**config.mk**
```make
export PLATFORM = sky130hd
export DESIGN_NAME = prog_loader
export DESIGN_NICKNAME = d
export VERILOG_FILES = /design/src/rtl/prog_loader_pkg.sv /design/src/rtl/prog_loader_byte_packer.sv /design/src/rtl/prog_loader.sv
export SDC_FILE = /design/constraint.sdc
export NUM_CORES = 1
export LEC_CHECK = 0
export BUFFER_PORTS_ARGS = -buffer_cell sky130_fd_sc_hd__buf_2
export CAP_MARGIN = 15
export CORE_UTILIZATION = 35
export CTS_BUF_LIST = sky130_fd_sc_hd__clkbuf_4 sky130_fd_sc_hd__clkbuf_8
export DETAILED_ROUTE_END_ITERATION = 8
export GPL_ROUTABILITY_DRIVEN = 0
export HOLD_SLACK_MARGIN = 0.02
export PLACE_DENSITY = 0.63
export SLEW_MARGIN = 20
export SYNTH_ARGS = -nofsm -noshare
export SYNTH_HDL_FRONTEND = slang
export SYNTH_HIERARCHICAL = 1
export SYNTH_SLANG_ARGS = --single-unit
```
**constraint.sdc**
```tcl
create_clock -name clk -period 3.6 [get_ports clk]
set_input_delay 0.72 -clock clk [delete_from_list [all_inputs] [get_ports clk]]
set_output_delay 0.72 -clock clk [all_outputs]
set_load 0.1 [all_outputs]
```
**src/rtl/prog_loader_pkg.sv**
```systemverilog
`default_nettype none
// ============================================================================
// Module      : prog_loader_pkg
// Description : Shared types and constants for the byte-serial program loader.
//               Holds the loader state encoding, the frame field sizes, and
//               the default instruction-memory capacity in words.
// Revision    : 1.0 - initial release
// ============================================================================
package prog_loader_pkg;

    // Loader FSM states
    typedef enum logic [2:0] {
        IDLE  = 3'd0,
        HDR0  = 3'd1,
        HDR1  = 3'd2,
        BYTE  = 3'd3,
        WRITE = 3'd4,
        DONE  = 3'd5,
        ERR   = 3'd6
    } state_t;

    // Frame geometry: 2-byte LE word count, then 4-byte LE words
    localparam int HDR_BYTES     = 2;
    localparam int WORD_BYTES    = 4;

    // Default imem capacity in words, shared with the core's imem depth
    localparam int MAX_WORDS_DEF = 128;

endpackage : prog_loader_pkg
`default_nettype wire

```
**src/rtl/prog_loader_byte_packer.sv**
```systemverilog
`default_nettype none
// ============================================================================
// Module      : prog_loader_byte_packer
// Description : Little-endian 4-byte word assembler. Each load shifts the new
//               byte into the top of the holding register so the first byte
//               of a word ends up in bits [7:0].
// Ports       : clk       - system clock, rising edge
//               reset     - asynchronous active-low reset
//               clr       - restart assembly at byte 0
//               load      - accept byte_in this cycle
//               byte_in   - stream byte
//               word      - assembled word including byte_in as byte 3
//               word_full - this load supplies byte 3 (word complete)
// Revision    : 1.0 - initial release
// ============================================================================
module prog_loader_byte_packer
    import prog_loader_pkg::*;
(
    input  logic        clk,
    input  logic        reset,
    input  logic        clr,
    input  logic        load,
    input  logic [7:0]  byte_in,
    output logic [31:0] word,
    output logic        word_full
);

    // Only the three earlier bytes need storage: the fourth is taken straight
    // from byte_in so the word is available on the edge that accepts it.
    logic [23:0] r_bytes;
    logic [1:0]  r_cnt;

    always_ff @(posedge clk or negedge reset) begin
        if (!reset) begin
            r_bytes <= '0;
            r_cnt   <= '0;
        end else if (clr) begin
            r_cnt   <= '0;
        end else if (load) begin
            r_bytes <= {byte_in, r_bytes[23:8]};
            r_cnt   <= r_cnt + 2'd1;
        end
    end

    assign word      = {byte_in, r_bytes};
    assign word_full = load && (r_cnt == 2'(WORD_BYTES - 1));

endmodule : prog_loader_byte_packer
`default_nettype wire

```
**src/rtl/prog_loader.sv**
```systemverilog
`default_nettype none
// ============================================================================
// Module      : prog_loader
// Description : Byte-serial program loader feeding the core's imem write port.
//               Frame: 2-byte LE word count N, then N little-endian words.
//               Words go to byte addresses 0,4,8,...; resetpc is released
//               once all N words are written.
// Ports       : clk, reset (async active-low)
//               start            - pulse to begin/restart a load
//               rx_data/rx_valid - byte stream in; rx_ready - byte accepted
//               we0/wr_addr0/wr_din0 - imem write port
//               resetpc          - 1 lets the core run
//               busy / err       - load in progress / header count too large
//               words_loaded     - words written in the current load
// Revision    : 1.0 - initial release
// ============================================================================
module prog_loader
    import prog_loader_pkg::*;
#(
    parameter int ADDR_W    = 9,
    parameter int MAX_WORDS = MAX_WORDS_DEF,
    parameter int CNT_W     = 8
) (
    input  logic              clk,
    input  logic              reset,
    input  logic              start,
    input  logic [7:0]        rx_data,
    input  logic              rx_valid,
    output logic              rx_ready,
    output logic              we0,
    output logic [ADDR_W-1:0] wr_addr0,
    output logic [31:0]       wr_din0,
    output logic              resetpc,
    output logic              busy,
    output logic              err,
    output logic [CNT_W-1:0]  words_loaded
);

    state_t      r_state;
    logic [15:0] r_n;

    logic        w_accept;
    logic        w_restart;
    logic [15:0] w_hdr_n;
    logic [CNT_W-1:0] w_next_cnt;
    logic [31:0] w_word;
    logic        w_word_full;

    assign w_accept   = rx_valid && rx_ready;
    // start only matters when no load is running
    assign w_restart  = start && ((r_state == IDLE) || (r_state == DONE) || (r_state == ERR));
    assign w_hdr_n    = {rx_data, r_n[7:0]};
    assign w_next_cnt = words_loaded + 1'b1;

    prog_loader_byte_packer u_packer (
        .clk       (clk),
        .reset     (reset),
        .clr       (w_restart),
        .load      (w_accept && (r_state == BYTE)),
        .byte_in   (rx_data),
        .word      (w_word),
        .word_full (w_word_full)
    );

    always_ff @(posedge clk or negedge reset) begin
        if (!reset) begin
            r_state      <= IDLE;
            r_n          <= '0;
            rx_ready     <= 1'b0;
            we0          <= 1'b0;
            wr_addr0     <= '0;
            wr_din0      <= '0;
            resetpc      <= 1'b0;
            busy         <= 1'b0;
            err          <= 1'b0;
            words_loaded <= '0;
        end else begin
            we0 <= 1'b0;
            if (w_restart) begin
                r_state      <= HDR0;
                rx_ready     <= 1'b1;
                busy         <= 1'b1;
                err          <= 1'b0;
                resetpc      <= 1'b0;
                words_loaded <= '0;
            end else begin
                case (r_state)
                    HDR0: begin
                        if (w_accept) begin
                            r_n[7:0] <= rx_data;
                            r_state  <= HDR1;
                        end
                    end
                    HDR1: begin
                        if (w_accept) begin
                            r_n <= w_hdr_n;
                            if (w_hdr_n == 16'd0) begin
                                r_state  <= DONE;
                                rx_ready <= 1'b0;
                                busy     <= 1'b0;
                                resetpc  <= 1'b1;
                            end else if (w_hdr_n > 16'(MAX_WORDS)) begin
                                r_state  <= ERR;
                                rx_ready <= 1'b0;
                                busy     <= 1'b0;
                                err      <= 1'b1;
                            end else begin
                                r_state  <= BYTE;
                            end
                        end
                    end
                    BYTE: begin
                        // The write is issued on the edge accepting byte 3 so
                        // we0 lands in the very next cycle.
                        if (w_word_full) begin
                            r_state  <= WRITE;
                            rx_ready <= 1'b0;
                            we0      <= 1'b1;
                            wr_addr0 <= ADDR_W'(words_loaded) * ADDR_W'(WORD_BYTES);
                            wr_din0  <= w_word;
                        end
                    end
                    WRITE: begin
                        words_loaded <= w_next_cnt;
                        if (16'(w_next_cnt) == r_n) begin
                            r_state <= DONE;
                            busy    <= 1'b0;
                            resetpc <= 1'b1;
                        end else begin
                            r_state  <= BYTE;
                            rx_ready <= 1'b1;
                        end
                    end
                    IDLE, DONE, ERR: begin
                        // wait for start (handled above)
                    end
                    default: begin
                        r_state  <= IDLE;
                        rx_ready <= 1'b0;
                        busy     <= 1'b0;
                    end
                endcase
            end
        end
    end

endmodule : prog_loader
`default_nettype wire

```
==> results.sh <==
export IMPL_status="finished, final reports clean"
export IMPL_ys_seq_area_share_pct=54.0
export IMPL_ys_seq_elements=97
export IMPL_htree_levels=3
export IMPL_avgRoutedWirePerCell_um=13.9
export IMPL_cts_tree="done"
export IMPL_grt_first_pass_wirelength_um=15500
export IMPL_pre_cts_ws_ns=0.965
export IMPL_ys_warn_count=6
export IMPL_worstPathRequired_ns=3.84
export IMPL_synthDistinctLibCells=52
export IMPL_crit_start="r_state[1]"
export IMPL_synthArstFlopShare_pct=100
export IMPL_pwr_density_cell_mw_per_mm2=621
export IMPL_crit_arrival_ns=2.84
export IMPL_crit_path_end_kind="flop"
export IMPL_setup_slack_ns=1.01
export IMPL_period_share_pct=72.0
export IMPL_syn_inst=432
export IMPL_final_min_clock_period_ns=2.59
export IMPL_use_met3_pct=2.00
export IMPL_leakage_nw=2.63
export IMPL_postPlaceCellArea_mm2=0.00489
export IMPL_hp_class="primary input to async pin"
export IMPL_place_inst=646
export IMPL_gr_total_overflow=0
export IMPL_cp_start_kind="flop"
export IMPL_synthesis_area_mm2=0.00449
export IMPL_synth_ff_type="dfrtp_1"
export IMPL_antenna_found_initial=0
export IMPL_cts_resized_gates=0
export IMPL_fin_skew_ns=0.0154
export IMPL_post_route_util_pct=40.5
export IMPL_seq_area_mm2=0.00243
export IMPL_ant_nets=0
export IMPL_n_antenna_cell=0
export IMPL_drt_iter0_drc=233
export IMPL_start_util_pct=35.7
export IMPL_cp_cell_sequence="nand2b_1, nor2_1, nor2b_4, buf_4, mux2_4"
export IMPL_r2r_cells=5
export IMPL_cp_num_cells=5
export IMPL_cts_sinks=97
export IMPL_cp_max_fo=21
export IMPL_stdcell_count=662
export IMPL_reg2reg_from="r_state[1]"
export IMPL_ir_worst_vdd_uv=202
export IMPL_ios=66
export IMPL_portBuffers=63
export IMPL_clockRootBuffer="clkbuf_8"
export IMPL_path_clk_slew_ns=0.11
export IMPL_track_usage_pct=14.9
export IMPL_finalSetupTns_ns=0
export IMPL_max_slew_margin_pct=48.6
export IMPL_core_mm2=0.0126
export IMPL_met1_usage_pct=21.7
export IMPL_rsz0062_at_grt="no"
export IMPL_grt_max_degree=56
export IMPL_slowest_delay_ns=0.72
export IMPL_synth_area_top_cells="dfrtp_1, nand2_1, mux2_4, mux2_2, o21ai_0"
export IMPL_fmax_mhz=386
export IMPL_hpwlAfterDp_um=6540
export IMPL_crit_type="flop to flop"
export IMPL_routed_wirelength_um=9190
export IMPL_die_h_um=115
export IMPL_cts_buffers=9
export IMPL_clock_path_buffers=2
export IMPL_fillers=1232
export IMPL_crit_path_top_delay_cell="nor2b_4"
export IMPL_die_x_um=115
export IMPL_hold_buffers=0
export IMPL_nets=499
export IMPL_design_area_mm2=0.00509
export IMPL_area_delta_synth_final_pct=13.2
export IMPL_grt_pass1_vias=3040
export IMPL_clk_latency_ns=0.36
export IMPL_drv_cap=0
export IMPL_grt_busiest_layer="met2"
export IMPL_worst_path_buf_inv=1
export IMPL_finalSetupViolations=0
export IMPL_layout_drive_gt1_share_pct=27.8
export IMPL_viasPerCell=4.83
export IMPL_finalHoldViolCount=0
export IMPL_dr_total_vias=3196
export IMPL_dieArea_mm2=0.0133
export IMPL_slew_violations=0
export IMPL_synth_top_cell_area_share_pct=54.0
export IMPL_post_cts_buffers=0
export IMPL_fp_row_count=41
export IMPL_first_pass_iters=5
export IMPL_synth_top_area_cell="dfrtp_1"
export IMPL_synth_edf_count=0
export IMPL_crit_family="simple AND/OR/NAND/NOR gates"
export IMPL_grt_util_met2_pct=22.7
export IMPL_syn_area_per_cell_um2=10.4
export IMPL_tightest_slew_ns=0.770
export IMPL_drc=0
export IMPL_multiInputGateArea_mm2=0.00186
export IMPL_yosys_top_cells_count="nand2_1, dfrtp_1, nor2_1"
export IMPL_synth_most_common_cell="nand2_1"
cells by family after synthesis:
family                   after synthesis  share of synthesized area (%)
AND/OR/NAND/NOR                      197                           19.6
other                                  1                         0.0835
flip-flops                            97                           54.0
XOR/XNOR                              14                           2.73
multiplexers                          42                           12.1
buffers and inverters                 33                           4.57
AO/OA/AOI/OAI                         46                           6.29
adder cells (fa/ha/maj)                2                          0.557
path summary, 6_finish.rpt:
path | to | slack [ns]
worst max-delay path | u_packer/r_bytes[4] | 1.01
worst min-delay path | wr_din0[0] | 0.38
worst max register to register | u_packer/r_bytes[4] | 1.01
worst min register to register | wr_din0[15] | 0.48
max in group asynchronous | wr_addr0[7] | 2.42
min in group clk | wr_din0[15] | 0.48
sequential cells by signal, indices dropped and copies added (netlist names), 2 cells and up:
name	count
r_state	3
u_packer/r_cnt	2
words_loaded	8
r_n	16
wr_din0	32
wr_addr0	7
u_packer/r_bytes	24
placed cells by master, fill, tap and decap left out, types with 3 or more instances in the layout:
| master | count |
|---|---|
| clkbuf_8 | 10 |
| nor2_1 | 23 |
| xnor2_1 | 9 |
| a21oi_1 | 6 |
| o211ai_1 | 3 |
| buf_4 | 8 |
| buf_2 | 62 |
| nand2_1 | 138 |
| o22ai_1 | 3 |
| nor3_1 | 4 |
| dfrtp_1 | 97 |
| nand3_1 | 3 |
| xor2_1 | 5 |
| nor2b_1 | 3 |
| inv_1 | 4 |
| nand2b_1 | 4 |
| mux2_4 | 20 |
| o21ai_0 | 20 |
| mux2_2 | 20 |
| inv_8 | 3 |
metal layers:
| metal | wire length [µm] | part of all wire, % |
|---|---|---|
| met1 | 4530 | 49 |
| met2 | 4240 | 46 |
| met3 | 289 | 3.1 |
| met4 | 125 | 1.4 |
| met5 | 0 | 0 |
cell type report:
cell class | count | share of cell area [%]
clock buffers | 10 | 2.71
well taps | 172 | 4.23
flip-flops and latches | 97 | 47.7
repair buffers | 70 | 7.28
clock inverters | 6 | 1.13
multi-input cells | 303 | 36.6
inverters | 4 | 0.295
report_power, final:
| part | switching, mW | total, mW | internal, mW |
|---|---|---|---|
| Clock | 0.412 | 0.699 | 0.287 |
| Sequential | 0.237 | 1.54 | 1.30 |
| Combinational | 0.529 | 0.921 | 0.392 |
| Total | 1.18 | 3.16 | 1.98 |
through the flow:
stage,power [mW],hold WS [ns]
after floorplan,2.27,0.424
after global placement,2.46,0.452
after detailed placement,2.49,0.457
after CTS,3.19,0.404
after global routing,3.34,0.437
final,3.16,0.383
worst reg2reg max path, stage by stage, from the launching register on:
cell and delay (ns):
dfrtp_1 0.70, nand2b_1 0.19, nor2_1 0.30, nor2b_4 0.72, buf_4 0.27, mux2_4 0.30
Note: power is estimated with default switching activity, not from simulation.
